===== src/rtl/ysyx_23060208_lsu_pkg.sv =====
// ============================================================================
// Module  : ysyx_23060208_lsu_pkg
// Brief   : Shared types and AXI constants for the load/store unit.
// Revision: 1.0 - initial release
// ============================================================================
`default_nettype none

package ysyx_23060208_lsu_pkg;

    typedef enum logic [2:0] {
        S_IDLE = 3'd0,
        S_AR   = 3'd1,
        S_R    = 3'd2,
        S_AW_W = 3'd3,
        S_B    = 3'd4,
        S_RESP = 3'd5
    } lsu_state_e;

    localparam logic [1:0] BURST_INCR  = 2'b01;
    localparam logic [1:0] RESP_OKAY   = 2'b00;
    localparam logic [1:0] RESP_SLVERR = 2'b10;
    localparam logic [1:0] RESP_DECERR = 2'b11;

    localparam logic [1:0] SIZE_B = 2'd0;
    localparam logic [1:0] SIZE_H = 2'd1;
    localparam logic [1:0] SIZE_W = 2'd2;
    localparam logic [1:0] SIZE_D = 2'd3;

    // Doubleword accesses are only legal on a 64-bit core.
    function automatic logic f_misaligned(input logic [2:0] i_addr_lo,
                                          input logic [1:0] i_size,
                                          input logic       i_dw64);
        logic w_bad;
        case (i_size)
            SIZE_B:  w_bad = 1'b0;
            SIZE_H:  w_bad = i_addr_lo[0];
            SIZE_W:  w_bad = |i_addr_lo[1:0];
            default: w_bad = (~i_dw64) | (|i_addr_lo);
        endcase
        return w_bad;
    endfunction

endpackage

`default_nettype wire


===== src/rtl/ysyx_23060208_lsu_if.sv =====
// ============================================================================
// Module  : ysyx_23060208_lsu_if
// Brief   : EXU request/response channel plus single-beat AXI4 master bus.
// Revision: 1.0 - initial release
// ============================================================================
`default_nettype none

interface ysyx_23060208_lsu_if #(
    parameter int DATA_WIDTH     = 32,
    parameter int AXI_DATA_WIDTH = 64,
    parameter int ADDR_WIDTH     = 32
);
    logic                        req_valid;
    logic                        req_ready;
    logic                        req_wen;
    logic [ADDR_WIDTH-1:0]       req_addr;
    logic [1:0]                  req_size;
    logic                        req_unsigned;
    logic [DATA_WIDTH-1:0]       req_wdata;

    logic                        resp_valid;
    logic                        resp_ready;
    logic [DATA_WIDTH-1:0]       resp_rdata;
    logic                        resp_err;
    logic                        lsu_done;

    logic                        arvalid;
    logic                        arready;
    logic [ADDR_WIDTH-1:0]       araddr;
    logic [3:0]                  arid;
    logic [7:0]                  arlen;
    logic [2:0]                  arsize;
    logic [1:0]                  arburst;

    logic                        rvalid;
    logic                        rready;
    logic [AXI_DATA_WIDTH-1:0]   rdata;
    logic [1:0]                  rresp;
    logic                        rlast;
    logic [3:0]                  rid;

    logic                        awvalid;
    logic                        awready;
    logic [ADDR_WIDTH-1:0]       awaddr;
    logic [3:0]                  awid;
    logic [7:0]                  awlen;
    logic [2:0]                  awsize;
    logic [1:0]                  awburst;

    logic                        wvalid;
    logic                        wready;
    logic [AXI_DATA_WIDTH-1:0]   wdata;
    logic [AXI_DATA_WIDTH/8-1:0] wstrb;
    logic                        wlast;

    logic                        bvalid;
    logic                        bready;
    logic [1:0]                  bresp;
    logic [3:0]                  bid;

    // The LSU side: slave to EXU, master on AXI.
    modport master (
        input  req_valid, req_wen, req_addr, req_size, req_unsigned, req_wdata,
        output req_ready,
        output resp_valid, resp_rdata, resp_err, lsu_done,
        input  resp_ready,
        output arvalid, araddr, arid, arlen, arsize, arburst,
        input  arready,
        input  rvalid, rdata, rresp, rlast, rid,
        output rready,
        output awvalid, awaddr, awid, awlen, awsize, awburst,
        input  awready,
        output wvalid, wdata, wstrb, wlast,
        input  wready,
        input  bvalid, bresp, bid,
        output bready
    );

    // The environment side: EXU plus the AXI slave.
    modport slave (
        output req_valid, req_wen, req_addr, req_size, req_unsigned, req_wdata,
        input  req_ready,
        input  resp_valid, resp_rdata, resp_err, lsu_done,
        output resp_ready,
        input  arvalid, araddr, arid, arlen, arsize, arburst,
        output arready,
        output rvalid, rdata, rresp, rlast, rid,
        input  rready,
        input  awvalid, awaddr, awid, awlen, awsize, awburst,
        output awready,
        input  wvalid, wdata, wstrb, wlast,
        output wready,
        output bvalid, bresp, bid,
        input  bready
    );

endinterface

`default_nettype wire


===== src/rtl/ysyx_23060208_lsu_lane.sv =====
// ============================================================================
// Module  : ysyx_23060208_lsu_lane
// Brief   : Byte-lane steering for stores and extraction/extension for loads.
// Revision: 1.0 - initial release
// ============================================================================
`default_nettype none

module ysyx_23060208_lsu_lane
    import ysyx_23060208_lsu_pkg::*;
#(
    parameter int DATA_WIDTH     = 32,
    parameter int AXI_DATA_WIDTH = 64,
    parameter int STRB_W         = AXI_DATA_WIDTH / 8,
    parameter int OFF_W          = $clog2(STRB_W)
) (
    input  logic [DATA_WIDTH-1:0]     i_wdata,
    input  logic [1:0]                i_wsize,
    input  logic [OFF_W-1:0]          i_woff,
    output logic [AXI_DATA_WIDTH-1:0] o_wdata,
    output logic [STRB_W-1:0]         o_wstrb,

    input  logic [AXI_DATA_WIDTH-1:0] i_rdata,
    input  logic [1:0]                i_rsize,
    input  logic [OFF_W-1:0]          i_roff,
    input  logic                      i_runsigned,
    output logic [DATA_WIDTH-1:0]     o_rdata
);

    localparam int STRB_EXT_W = STRB_W + 8;

    logic [AXI_DATA_WIDTH-1:0] w_wdata_wide;
    logic [7:0]                w_mask;
    logic [STRB_EXT_W-1:0]     w_strb_wide;
    logic [AXI_DATA_WIDTH-1:0] w_rshift;
    logic [63:0]               w_r64;
    logic [63:0]               w_ext64;

    assign w_wdata_wide = AXI_DATA_WIDTH'(i_wdata);
    assign o_wdata      = w_wdata_wide << {i_woff, 3'b000};

    always_comb begin
        w_mask = 8'h00;
        case (i_wsize)
            SIZE_B:  w_mask = 8'h01;
            SIZE_H:  w_mask = 8'h03;
            SIZE_W:  w_mask = 8'h0F;
            default: w_mask = 8'hFF;
        endcase
    end

    // Strobes pushed past the top lane fall off when truncated.
    assign w_strb_wide = STRB_EXT_W'(w_mask) << i_woff;
    assign o_wstrb     = STRB_W'(w_strb_wide);

    assign w_rshift = i_rdata >> {i_roff, 3'b000};
    assign w_r64    = 64'(w_rshift);

    always_comb begin
        w_ext64 = w_r64;
        case (i_rsize)
            SIZE_B:  w_ext64 = {{56{~i_runsigned & w_r64[7]}},  w_r64[7:0]};
            SIZE_H:  w_ext64 = {{48{~i_runsigned & w_r64[15]}}, w_r64[15:0]};
            SIZE_W:  w_ext64 = {{32{~i_runsigned & w_r64[31]}}, w_r64[31:0]};
            default: w_ext64 = w_r64;
        endcase
    end

    assign o_rdata = DATA_WIDTH'(w_ext64);

endmodule

`default_nettype wire


===== src/rtl/ysyx_23060208_lsu.sv =====
// ============================================================================
// Module  : ysyx_23060208_lsu
// Brief   : Single-outstanding load/store unit, EXU handshake to AXI4 master.
//           Define YSYX_23060208_LSU_MISALIGN_CHECK_EN to reject misaligned
//           accesses without touching the bus.
// Revision: 1.0 - initial release
// ============================================================================
`default_nettype none

module ysyx_23060208_lsu
    import ysyx_23060208_lsu_pkg::*;
#(
    parameter int         DATA_WIDTH     = 32,
    parameter int         AXI_DATA_WIDTH = 64,
    parameter int         ADDR_WIDTH     = 32,
    parameter logic [3:0] AXI_ID         = 4'h1
) (
    input  logic                clock,
    input  logic                reset,
    ysyx_23060208_lsu_if.master bus
);

    localparam int STRB_W = AXI_DATA_WIDTH / 8;
    localparam int OFF_W  = $clog2(STRB_W);

    lsu_state_e                r_state;
    lsu_state_e                w_next;

    logic                      r_active;
    logic [ADDR_WIDTH-1:0]     r_addr;
    logic [1:0]                r_size;
    logic                      r_unsigned;
    logic [AXI_DATA_WIDTH-1:0] r_wdata;
    logic [STRB_W-1:0]         r_wstrb;
    logic                      r_aw_done;
    logic                      r_w_done;
    logic [DATA_WIDTH-1:0]     r_rdata;
    logic                      r_err;
    logic                      r_done;

    logic                      w_accept;
    logic                      w_misalign;
    logic                      w_aw_fire;
    logic                      w_w_fire;
    logic                      w_rd_err;
    logic                      w_wr_err;
    logic [AXI_DATA_WIDTH-1:0] w_wdata_bus;
    logic [STRB_W-1:0]         w_wstrb_bus;
    logic [DATA_WIDTH-1:0]     w_rdata_ext;
    logic                      w_unused;

`ifdef YSYX_23060208_LSU_MISALIGN_CHECK_EN
    assign w_misalign = f_misaligned(bus.req_addr[2:0], bus.req_size, DATA_WIDTH == 64);
`else
    assign w_misalign = 1'b0;
`endif

    ysyx_23060208_lsu_lane #(
        .DATA_WIDTH     (DATA_WIDTH),
        .AXI_DATA_WIDTH (AXI_DATA_WIDTH)
    ) u_lane (
        .i_wdata     (bus.req_wdata),
        .i_wsize     (bus.req_size),
        .i_woff      (bus.req_addr[OFF_W-1:0]),
        .o_wdata     (w_wdata_bus),
        .o_wstrb     (w_wstrb_bus),
        .i_rdata     (bus.rdata),
        .i_rsize     (r_size),
        .i_roff      (r_addr[OFF_W-1:0]),
        .i_runsigned (r_unsigned),
        .o_rdata     (w_rdata_ext)
    );

    // r_active keeps req_ready low for as long as reset is asserted.
    assign w_accept  = (r_state == S_IDLE) && r_active && bus.req_valid;
    assign w_aw_fire = bus.awvalid && bus.awready;
    assign w_w_fire  = bus.wvalid && bus.wready;
    assign w_rd_err  = bus.rresp[1] | (bus.rid != AXI_ID) | ~bus.rlast;
    assign w_wr_err  = bus.bresp[1] | (bus.bid != AXI_ID);
    assign w_unused  = ^{bus.rresp[0], bus.bresp[0]};

    always_ff @(posedge clock) begin
        if (!reset) begin
            r_state <= S_IDLE;
        end else begin
            r_state <= w_next;
        end
    end

    always_comb begin
        w_next = r_state;
        case (r_state)
            S_IDLE: begin
                if (w_accept) begin
                    if (w_misalign)       w_next = S_RESP;
                    else if (bus.req_wen) w_next = S_AW_W;
                    else                  w_next = S_AR;
                end
            end
            S_AR:   if (bus.arready) w_next = S_R;
            S_R:    if (bus.rvalid)  w_next = S_RESP;
            S_AW_W: begin
                if ((r_aw_done | w_aw_fire) && (r_w_done | w_w_fire)) w_next = S_B;
            end
            S_B:    if (bus.bvalid)     w_next = S_RESP;
            S_RESP: if (bus.resp_ready) w_next = S_IDLE;
            default: w_next = S_IDLE;
        endcase
    end

    always_ff @(posedge clock) begin
        if (!reset) begin
            r_active   <= 1'b0;
            r_addr     <= '0;
            r_size     <= 2'd0;
            r_unsigned <= 1'b0;
            r_wdata    <= '0;
            r_wstrb    <= '0;
            r_aw_done  <= 1'b0;
            r_w_done   <= 1'b0;
            r_rdata    <= '0;
            r_err      <= 1'b0;
            r_done     <= 1'b0;
        end else begin
            r_active <= 1'b1;
            r_done   <= (w_next == S_RESP) && (r_state != S_RESP);
            case (r_state)
                S_IDLE: begin
                    if (w_accept) begin
                        r_addr     <= bus.req_addr;
                        r_size     <= bus.req_size;
                        r_unsigned <= bus.req_unsigned;
                        r_wdata    <= bus.req_wen ? w_wdata_bus : '0;
                        r_wstrb    <= bus.req_wen ? w_wstrb_bus : '0;
                        r_aw_done  <= 1'b0;
                        r_w_done   <= 1'b0;
                        r_rdata    <= '0;
                        r_err      <= w_misalign;
                    end
                end
                S_R: begin
                    if (bus.rvalid) begin
                        r_rdata <= w_rdata_ext;
                        r_err   <= w_rd_err;
                    end
                end
                S_AW_W: begin
                    if (w_aw_fire) r_aw_done <= 1'b1;
                    if (w_w_fire)  r_w_done  <= 1'b1;
                end
                S_B: begin
                    if (bus.bvalid) r_err <= w_wr_err;
                end
                default: ;
            endcase
        end
    end

    assign bus.req_ready  = (r_state == S_IDLE) && r_active;
    assign bus.resp_valid = (r_state == S_RESP);
    assign bus.resp_rdata = r_rdata;
    assign bus.resp_err   = r_err;
    assign bus.lsu_done   = r_done;

    assign bus.arvalid = (r_state == S_AR);
    assign bus.araddr  = r_addr;
    assign bus.arid    = AXI_ID;
    assign bus.arlen   = 8'd0;
    assign bus.arsize  = {1'b0, r_size};
    assign bus.arburst = BURST_INCR;
    assign bus.rready  = (r_state == S_R);

    assign bus.awvalid = (r_state == S_AW_W) && !r_aw_done;
    assign bus.awaddr  = r_addr;
    assign bus.awid    = AXI_ID;
    assign bus.awlen   = 8'd0;
    assign bus.awsize  = {1'b0, r_size};
    assign bus.awburst = BURST_INCR;
    assign bus.wvalid  = (r_state == S_AW_W) && !r_w_done;
    assign bus.wdata   = r_wdata;
    assign bus.wstrb   = r_wstrb;
    assign bus.wlast   = 1'b1;
    assign bus.bready  = (r_state == S_B);

endmodule

`default_nettype wire


===== src/flat_wrapper.sv =====
// flat-port wrapper written by rule: the top's interface ports become plain ports
module ysyx_23060208_lsu_flat import ysyx_23060208_lsu_pkg::*;
#(
    parameter int         DATA_WIDTH     = 32,
    parameter int         AXI_DATA_WIDTH = 64,
    parameter int         ADDR_WIDTH     = 32,
    parameter logic [3:0] AXI_ID         = 4'h1
)
  (clock, reset, bus_req_valid, bus_req_wen, bus_req_addr, bus_req_size, bus_req_unsigned, bus_req_wdata, bus_req_ready, bus_resp_valid, bus_resp_rdata, bus_resp_err, bus_lsu_done, bus_resp_ready, bus_arvalid, bus_araddr, bus_arid, bus_arlen, bus_arsize, bus_arburst, bus_arready, bus_rvalid, bus_rdata, bus_rresp, bus_rlast, bus_rid, bus_rready, bus_awvalid, bus_awaddr, bus_awid, bus_awlen, bus_awsize, bus_awburst, bus_awready, bus_wvalid, bus_wdata, bus_wstrb, bus_wlast, bus_wready, bus_bvalid, bus_bresp, bus_bid, bus_bready);
  ysyx_23060208_lsu_if #(.DATA_WIDTH(DATA_WIDTH), .AXI_DATA_WIDTH(AXI_DATA_WIDTH), .ADDR_WIDTH(ADDR_WIDTH)) bus_i ();
  input  logic clock;
  input  logic reset;
  input wire logic [$bits(bus_i.req_valid)-1:0] bus_req_valid;
  input wire logic [$bits(bus_i.req_wen)-1:0] bus_req_wen;
  input wire logic [$bits(bus_i.req_addr)-1:0] bus_req_addr;
  input wire logic [$bits(bus_i.req_size)-1:0] bus_req_size;
  input wire logic [$bits(bus_i.req_unsigned)-1:0] bus_req_unsigned;
  input wire logic [$bits(bus_i.req_wdata)-1:0] bus_req_wdata;
  output wire logic [$bits(bus_i.req_ready)-1:0] bus_req_ready;
  output wire logic [$bits(bus_i.resp_valid)-1:0] bus_resp_valid;
  output wire logic [$bits(bus_i.resp_rdata)-1:0] bus_resp_rdata;
  output wire logic [$bits(bus_i.resp_err)-1:0] bus_resp_err;
  output wire logic [$bits(bus_i.lsu_done)-1:0] bus_lsu_done;
  input wire logic [$bits(bus_i.resp_ready)-1:0] bus_resp_ready;
  output wire logic [$bits(bus_i.arvalid)-1:0] bus_arvalid;
  output wire logic [$bits(bus_i.araddr)-1:0] bus_araddr;
  output wire logic [$bits(bus_i.arid)-1:0] bus_arid;
  output wire logic [$bits(bus_i.arlen)-1:0] bus_arlen;
  output wire logic [$bits(bus_i.arsize)-1:0] bus_arsize;
  output wire logic [$bits(bus_i.arburst)-1:0] bus_arburst;
  input wire logic [$bits(bus_i.arready)-1:0] bus_arready;
  input wire logic [$bits(bus_i.rvalid)-1:0] bus_rvalid;
  input wire logic [$bits(bus_i.rdata)-1:0] bus_rdata;
  input wire logic [$bits(bus_i.rresp)-1:0] bus_rresp;
  input wire logic [$bits(bus_i.rlast)-1:0] bus_rlast;
  input wire logic [$bits(bus_i.rid)-1:0] bus_rid;
  output wire logic [$bits(bus_i.rready)-1:0] bus_rready;
  output wire logic [$bits(bus_i.awvalid)-1:0] bus_awvalid;
  output wire logic [$bits(bus_i.awaddr)-1:0] bus_awaddr;
  output wire logic [$bits(bus_i.awid)-1:0] bus_awid;
  output wire logic [$bits(bus_i.awlen)-1:0] bus_awlen;
  output wire logic [$bits(bus_i.awsize)-1:0] bus_awsize;
  output wire logic [$bits(bus_i.awburst)-1:0] bus_awburst;
  input wire logic [$bits(bus_i.awready)-1:0] bus_awready;
  output wire logic [$bits(bus_i.wvalid)-1:0] bus_wvalid;
  output wire logic [$bits(bus_i.wdata)-1:0] bus_wdata;
  output wire logic [$bits(bus_i.wstrb)-1:0] bus_wstrb;
  output wire logic [$bits(bus_i.wlast)-1:0] bus_wlast;
  input wire logic [$bits(bus_i.wready)-1:0] bus_wready;
  input wire logic [$bits(bus_i.bvalid)-1:0] bus_bvalid;
  input wire logic [$bits(bus_i.bresp)-1:0] bus_bresp;
  input wire logic [$bits(bus_i.bid)-1:0] bus_bid;
  output wire logic [$bits(bus_i.bready)-1:0] bus_bready;
  assign bus_i.req_valid = bus_req_valid;
  assign bus_i.req_wen = bus_req_wen;
  assign bus_i.req_addr = bus_req_addr;
  assign bus_i.req_size = bus_req_size;
  assign bus_i.req_unsigned = bus_req_unsigned;
  assign bus_i.req_wdata = bus_req_wdata;
  assign bus_req_ready = bus_i.req_ready;
  assign bus_resp_valid = bus_i.resp_valid;
  assign bus_resp_rdata = bus_i.resp_rdata;
  assign bus_resp_err = bus_i.resp_err;
  assign bus_lsu_done = bus_i.lsu_done;
  assign bus_i.resp_ready = bus_resp_ready;
  assign bus_arvalid = bus_i.arvalid;
  assign bus_araddr = bus_i.araddr;
  assign bus_arid = bus_i.arid;
  assign bus_arlen = bus_i.arlen;
  assign bus_arsize = bus_i.arsize;
  assign bus_arburst = bus_i.arburst;
  assign bus_i.arready = bus_arready;
  assign bus_i.rvalid = bus_rvalid;
  assign bus_i.rdata = bus_rdata;
  assign bus_i.rresp = bus_rresp;
  assign bus_i.rlast = bus_rlast;
  assign bus_i.rid = bus_rid;
  assign bus_rready = bus_i.rready;
  assign bus_awvalid = bus_i.awvalid;
  assign bus_awaddr = bus_i.awaddr;
  assign bus_awid = bus_i.awid;
  assign bus_awlen = bus_i.awlen;
  assign bus_awsize = bus_i.awsize;
  assign bus_awburst = bus_i.awburst;
  assign bus_i.awready = bus_awready;
  assign bus_wvalid = bus_i.wvalid;
  assign bus_wdata = bus_i.wdata;
  assign bus_wstrb = bus_i.wstrb;
  assign bus_wlast = bus_i.wlast;
  assign bus_i.wready = bus_wready;
  assign bus_i.bvalid = bus_bvalid;
  assign bus_i.bresp = bus_bresp;
  assign bus_i.bid = bus_bid;
  assign bus_bready = bus_i.bready;
  ysyx_23060208_lsu #(.DATA_WIDTH(DATA_WIDTH), .AXI_DATA_WIDTH(AXI_DATA_WIDTH), .ADDR_WIDTH(ADDR_WIDTH), .AXI_ID(AXI_ID)) u_core (.clock(clock), .reset(reset), .bus(bus_i));
endmodule

===== config.mk =====
export PLATFORM = sky130hd
export DESIGN_NAME = ysyx_23060208_lsu_flat
export DESIGN_NICKNAME = d
export VERILOG_FILES = /design/src/rtl/ysyx_23060208_lsu_pkg.sv /design/src/rtl/ysyx_23060208_lsu_if.sv /design/src/rtl/ysyx_23060208_lsu_lane.sv /design/src/rtl/ysyx_23060208_lsu.sv /design/src/flat_wrapper.sv
export SDC_FILE = /design/constraint.sdc
export NUM_CORES = 1
export LEC_CHECK = 0
export CORE_AREA = 2 2 145 147
export CTS_BUF_LIST = sky130_fd_sc_hd__clkbuf_4
export CTS_CLUSTER_DIAMETER = 200
export DETAILED_ROUTE_END_ITERATION = 16
export DIE_AREA = 0 0 147 149
export GPL_TIMING_DRIVEN = 0
export PLACE_DENSITY = 0.78
export SETUP_SLACK_MARGIN = 0.5
export SYNTH_ARGS = -nofsm -noshare
export SYNTH_HDL_FRONTEND = slang
export SYNTH_SLANG_ARGS = --single-unit
export TNS_END_PERCENT = 10

===== constraint.sdc =====
create_clock -name clock -period 1.9 [get_ports clock]
set_input_delay 0.38 -clock clock [delete_from_list [all_inputs] [get_ports clock]]
set_output_delay 0.38 -clock clock [all_outputs]
set_load 0.01 [all_outputs]

## Yosys cells after proc, flatten, opt, wreduce, memory -nomap -nowiden

Cells that the tools add are included.

- Shifts and indexed selects: 3
- Eq/ne operators: 18
- Mux-type cells: 24
- Reductions and logical operators: 21
- Bitwise gates (word level): 9

Operator list:

| cell | number |
|---|---|
| $pmux W32 S3 | 1 |
| $mux W32 | 2 |
| $mux W64 | 1 |
| $pmux W32 S2 | 1 |
| $shl A32 B6 Y64 | 1 |
| $shr A64 B6 Y32 | 1 |
| $pmux W8 S3 | 1 |
| $mux W3 | 6 |
| $pmux W3 S6 | 1 |
| $eq A3 B3 Y1 const B | 3 |
| $reduce_and A3 Y1 | 3 |
| $logic_and A1 B1 Y1 | 8 |
| $mux W8 | 1 |
| $ne A4 B1 Y1 const B | 2 |
| $shl A8 B3 Y8 | 1 |
| $eq A3 B2 Y1 const B | 2 |
| $mux W1 | 6 |
| $ne A2 B1 Y1 const B | 3 |
| $or A1 B1 Y1 | 5 |
| $eq A2 B1 Y1 const B | 2 |
| $eq A2 B2 Y1 const B | 2 |
| $logic_not A2 Y1 | 2 |
| $ne A2 B2 Y1 const B | 2 |
| $pmux W1 S2 | 2 |
| 12 further kinds | 16 |

- Word-level logic and storage cells: 87
- Bits of input ports: 154
- Output and inout port bits: 212
- Register bits: 147

## Depth between registers and ports, before layout

- Depth after elaboration: 9
- Gate-level depth with buffers: 8
- Mapped depth without buffers: 5

## Hierarchy

From an unflattened synthesis, not the netlist that was laid out.

- Cell total of the unflattened synthesis: 1152
- Area, all modules: 8828.5 µm²

By module, submodules not included:

| module | times used | seq. area each (µm²) | area each (µm²) | cells an instance |
|---|---|---|---|---|
| ysyx_23060208_lsu | 1 | 2942.8 | 5904.4 | 741 |
| ysyx_23060208_lsu_lane | 1 | 0.0 | 2924.1 | 411 |

## Worst setup path after synthesis

OpenSTA, ideal clock, no wires.

- Kind: flip-flop to flip-flop
- Start point: reg u_core.r_addr[2] (netlist: u_core.bus.araddr[2])
- End point: reg u_core.r_rdata[23] (netlist: u_core.bus.resp_rdata[23])
- Data required time: 1.780 ns
- Data arrival time: 1.663 ns
- Stages on the path, launching flop included: 8
- Setup slack: 0.117 ns
- Period minus slack after synthesis: 1.783 ns
- Library setup time: 0.120 ns
- Path buffers: 3
- Cell sequence: dfxtp_1 > buf_4 > buf_4 > buf_4 > mux4_2 > a21oi_1 > nor2_1 > a211o_1

- Cells in the longest elaborated chain, start to end: 5
- Elaborated cells between the ends (all ways): 6
- Those cells by class: shift (1); mux (3); bitwise (2)

Ends and longest elaborated chain:

| element | RTL line | text |
|---|---|---|
| start, declared | ysyx_23060208_lsu.sv:30 | `logic [ADDR_WIDTH-1:0] r_addr;` |
| start signal, assigned | ysyx_23060208_lsu.sv:130 | `r_addr <= bus.req_addr;` |
| $shr A64 B6 Y32 (*) | ysyx_23060208_lsu_lane.sv:55 | `assign w_rshift = i_rdata >> {i_roff, 3'b000};` |
| $and A1 B1 Y1 (on tied branches) | ysyx_23060208_lsu_lane.sv:62, ysyx_23060208_lsu_lane.sv:61 |  |
| $pmux W32 S3 (*) | ysyx_23060208_lsu_lane.sv:60 | `case (i_rsize)` |
| $mux W32 (*) | ysyx_23060208_lsu.sv:142 | `if (bus.rvalid) begin` |
| $pmux W32 S2 (*) | ysyx_23060208_lsu.sv:127 | `case (r_state)` |
| end signal, assigned | ysyx_23060208_lsu.sv:143 | `r_rdata <= w_rdata_ext;` |
| end, declared | ysyx_23060208_lsu.sv:37 | `logic [DATA_WIDTH-1:0] r_rdata;` |

Every way passes the cells marked *; elsewhere a longest branch is shown, timed or not. The select of a mux whose other input is x is not followed.
A chain may end at the register's enable or synchronous reset.

## Worst setup path in the final report

- Start point: reg u_core.r_addr[1] (netlist: u_core.bus.araddr[1])
- End point: reg u_core.r_rdata[16] (netlist: u_core.bus.resp_rdata[16])

The elaborated chain is that of the path after synthesis.

==> impl_metrics.py <==
metrics = {
    "clock_tree": {
        "cts.sink_count": 147,
        "clk_pin_slew_worst_paths_ns": 0.13,
        "holdBufCountCts": 0,
        "clock_insertion_delay_worst_skew_ns": 0.55,
        "cts_root_buffer": "sky130_fd_sc_hd__clkbuf_4",
        "numCtsBuffers": 17,
        "tritoncts": "built",
        "cts-htree-levels": 4,
        "cts.path.max_buffers": 2,
    },
    "placed_design": {
        "port_buffers": 330,
        "placed_wire_length_estimate_after_detailed_placement_um": 24380,
        "total_instance_count_after_detailed_placement": 1568,
        "place.gp.congestion": 0.9421,
        "placement.cell_area_um2": 12060,
    },
    "floorplanning": {
        "floorplan.initialDensity_pct": 40.14,
        "die_h_um": 149,
        "io-pin-count": 366,
        "fp.dieArea_um2": 21900,
        "core_area_um2": 20560,
        "die-width_um": 147,
        "rows": 53,
    },
    "run_status": {
        "violations": "negative setup slack",
        "outcome": "complete, but fails checks",
    },
    "cells_and_area": {
        "syn_to_final_growth_pct": 76.85,
        "fillCellCount": 1497,
        "finalInstanceArea_um2": 14590,
        "number_of_inserted_diodes": 0,
        "drive_above_1_share_pct": 49.93,
        "final_nets": 1520,
        "final_cell_count_without_fillers": 1653,
    },
    "routing": {
        "routed_via_density": 5.449,
        "detail_route.drc_violations": 0,
        "drtIter0Drc": 691,
        "ant_nets": 0,
        "drt_pass1_iterations": 5,
        "wirelength_um": 34050,
        "detail_route.wl_per_cell_um": 20.60,
        "detailroute.via_count": 9008,
    },
    "global_route": {
        "first_global_vias": 8624,
        "grt_first_pass_wirelength_um": 47980,
        "grt_antenna_before_repair": 0,
        "grt_start_max_net_pins": 17,
        "groute.usage.overall_pct": 28.21,
        "grt-ovfl-total": 0,
    },
    "hold_path": {
        "min_delay_path_depth": 3,
        "hold_path_class": "input port to flip-flop",
        "timing.hold.worst_endpoint": "u_core.r_size[1]",
        "worst_hold_startpoint": "bus_req_size[1]",
    },
    "yosys": {
        "synth_enable_flop_cells": 0,
        "synth_seq_cells": 147,
        "mappedNetlistArea_um2": 8252,
        "synth_top_cells_by_count": "147 x sky130_fd_sc_hd__dfxtp_1, 126 x sky130_fd_sc_hd__nand2_1, 87 x sky130_fd_sc_hd__mux2i_1",
        "unique_masters_post_synth": 62,
        "synthMostInstantiatedCell": "sky130_fd_sc_hd__dfxtp_1",
        "part_of_the_yosys_area_used_for_sequential_elements_pct": 35.66,
        "async_sr_flop_fraction_pct": 0,
        "synth.avg_cell_area_um2": 8.835,
        "post_synth_inst_count": 934,
        "synth_warn": 0,
        "synth-main-ff-cell": "sky130_fd_sc_hd__dfxtp_1",
        "synth_area_leader_cell": "sky130_fd_sc_hd__dfxtp_1",
        "ys_top_cells_by_area": "sky130_fd_sc_hd__dfxtp_1 36%, sky130_fd_sc_hd__mux2i_1 11%, sky130_fd_sc_hd__buf_4 6.6%, sky130_fd_sc_hd__nand2_1 5.7%, sky130_fd_sc_hd__nor2b_1 4.9%",
        "yosysTopAreaCellShare_pct": 35.66,
    },
    "power": {
        "max-vdd-ir-drop_mv": 0.3805,
        "totalPowerFinal_w": 0.008104,
        "power_per_cell_area_nw_per_um2": 555.3,
        "power.leakage_nw": 5.997,
    },
    "worst_setup_path": {
        "launching_element_type_of_the_critical_path": "flip-flop",
        "regToRegSetupSlack_ns": -0.009,
        "path_class": "flip-flop to flip-flop",
        "reg2regPathDepth": 7,
        "critPathMaxFanout": 8,
        "critical_path_arrival_ns": 2.39,
        "timing.rr.start": "u_core.bus.araddr[1]",
        "rr_endpoint": "u_core.bus.resp_rdata[16]",
        "required_time_of_the_critical_path_ns": 2.38,
        "timing.critical_path.to_type": "flip-flop",
    },
    "timing": {
        "relSlewSlack_pct": 55.79,
        "timing.clock.skew_ns": 0.02567,
        "count_of_final_setup_violators": 4,
        "finalHoldViolCount": 0,
        "period_needed_ns": 1.909,
        "total_negative_setup_slacks_ns": -0.02508,
        "layout_worst_path_cycle_share_pct": 100.5,
        "grt_setup_unrepaired": "true",
        "worst-slew-pin-transition_ns": 0.6447,
        "setup_slack_ns": -0.009447,
        "fmax_mhz": 523.7,
        "timing_max_transition_violations_final": 0,
    },
    "job": {
        "timing.max_cap.violations": 0,
    },
}
## cell usage in the layout (no fill, tap or decap), drive strengths merged, types with 31 or more instances in the layout
cell type,count
conb,31
clkbuf,50
o21ai,42
clkdlybuf4s50,147
nand2,126
nor2b,64
a21boi,42
buf,340
dfxtp,147
mux2i,87
nor2,31
a22oi,53
## how the worst max path moves through the flow
stage,from,end,cells after the start
floorplan,u_core.r_state[0],u_core.bus.wstrb[1],6
global placement,reset,u_core.r_w_done,6
detailed placement,bus_req_addr[1],u_core.bus.wdata[54],8
CTS,u_core.r_state[1],bus_awvalid,5
global route,u_core.r_state[1],bus_wvalid,5
finish,u_core.bus.araddr[1],u_core.bus.resp_rdata[16],7
## per-stage QoR
| step | setup slack [ns] | util, % | hold WS, ns |
|---|---|---|---|
| global route | -0.09162 | 70.99 | 0.2636 |
| global placement | -0.6913 | 58.66 | 0.4352 |
| finish | -0.009447 | 70.99 | 0.3008 |
| detailed placement | -0.6973 | 58.66 | 0.4408 |
| CTS | -0.03110 | 63.76 | 0.2429 |
| floorplan | 0.2488 | - | 0.4077 |
## flip-flops by register name, summed over array words and instances, names as in the netlist, 2 cells and up
name,flops
u_core.bus.resp_rdata,32
u_core.bus.wdata,64
u_core.bus.wstrb,8
u_core.bus.araddr,32
u_core.r_size,2
u_core.r_state,3
## cell families (layout without fill, tap and decap cells)
group / count (synthesis) / count (layout) / synth area share, %
AOI/OAI and AO/OA: 243 / 243 / 20.85
buffers and inverters: 151 / 566 / 10.71
DFF: 147 / 147 / 35.66
other: 2 / 31 / 0.09101
and+or+nand+nor: 283 / 283 / 17.36
muxes: 108 / 108 / 15.33
## what timing repair did
| item | 4_1_cts | 5_1_grt |
|---|---|---|
| cloned | 1 | 4 |
| setup endpoints to repair | 327 | 327 |
| setup buffers | 27 | 22 |
| resized for setup | 610 | 725 |
| pin swaps | 20 | 112 |
| endpoints found under the hold margin | 0 | 0 |
## critical path: stages, from the launching register on
cell                       delay [ns]
sky130_fd_sc_hd__dfxtp_4         0.39
sky130_fd_sc_hd__buf_8           0.13
sky130_fd_sc_hd__mux2i_4         0.18
sky130_fd_sc_hd__o211ai_1        0.39
sky130_fd_sc_hd__nand4b_2        0.22
sky130_fd_sc_hd__a211oi_4        0.29
sky130_fd_sc_hd__buf_6           0.16
sky130_fd_sc_hd__a211o_1         0.09
## per-layer routing
| metal | GRT usage (%) | wire length (µm) | vias up | part of all wire, % |
|---|---|---|---|---|
| met3 | 7.554 | 2952 | 92 | 8.7 |
| li1 | - | - | 4114 | - |
| met5 | 0 | 0 | - | 0 |
| met1 | 32.23 | 12540 | 4293 | 37 |
| met4 | 12.45 | 1527 | 0 | 4.5 |
| met2 | 49.72 | 17030 | 509 | 50 |
## report_power, final
group / switching, W / internal (W)
clock network: 0.00127 / 0.000926
registers: 0.000112 / 0.00319
logic: 0.00122 / 0.00139
total: 0.00260 / 0.00550
## cell type report
cell class                 count  area, µm²  area share, %
clock inverter                14      177.7          1.218
multi-input combinational    665       5361          36.74
timing repair buffer         384       3980          27.27
clock buffer                  17      127.6         0.8746
tap                          275      344.1          2.358
sequential                   147       3173          21.74
buffer                       140       1384          9.483
inverter                      11      45.04         0.3087
Power figures use the tool's default switching activity.
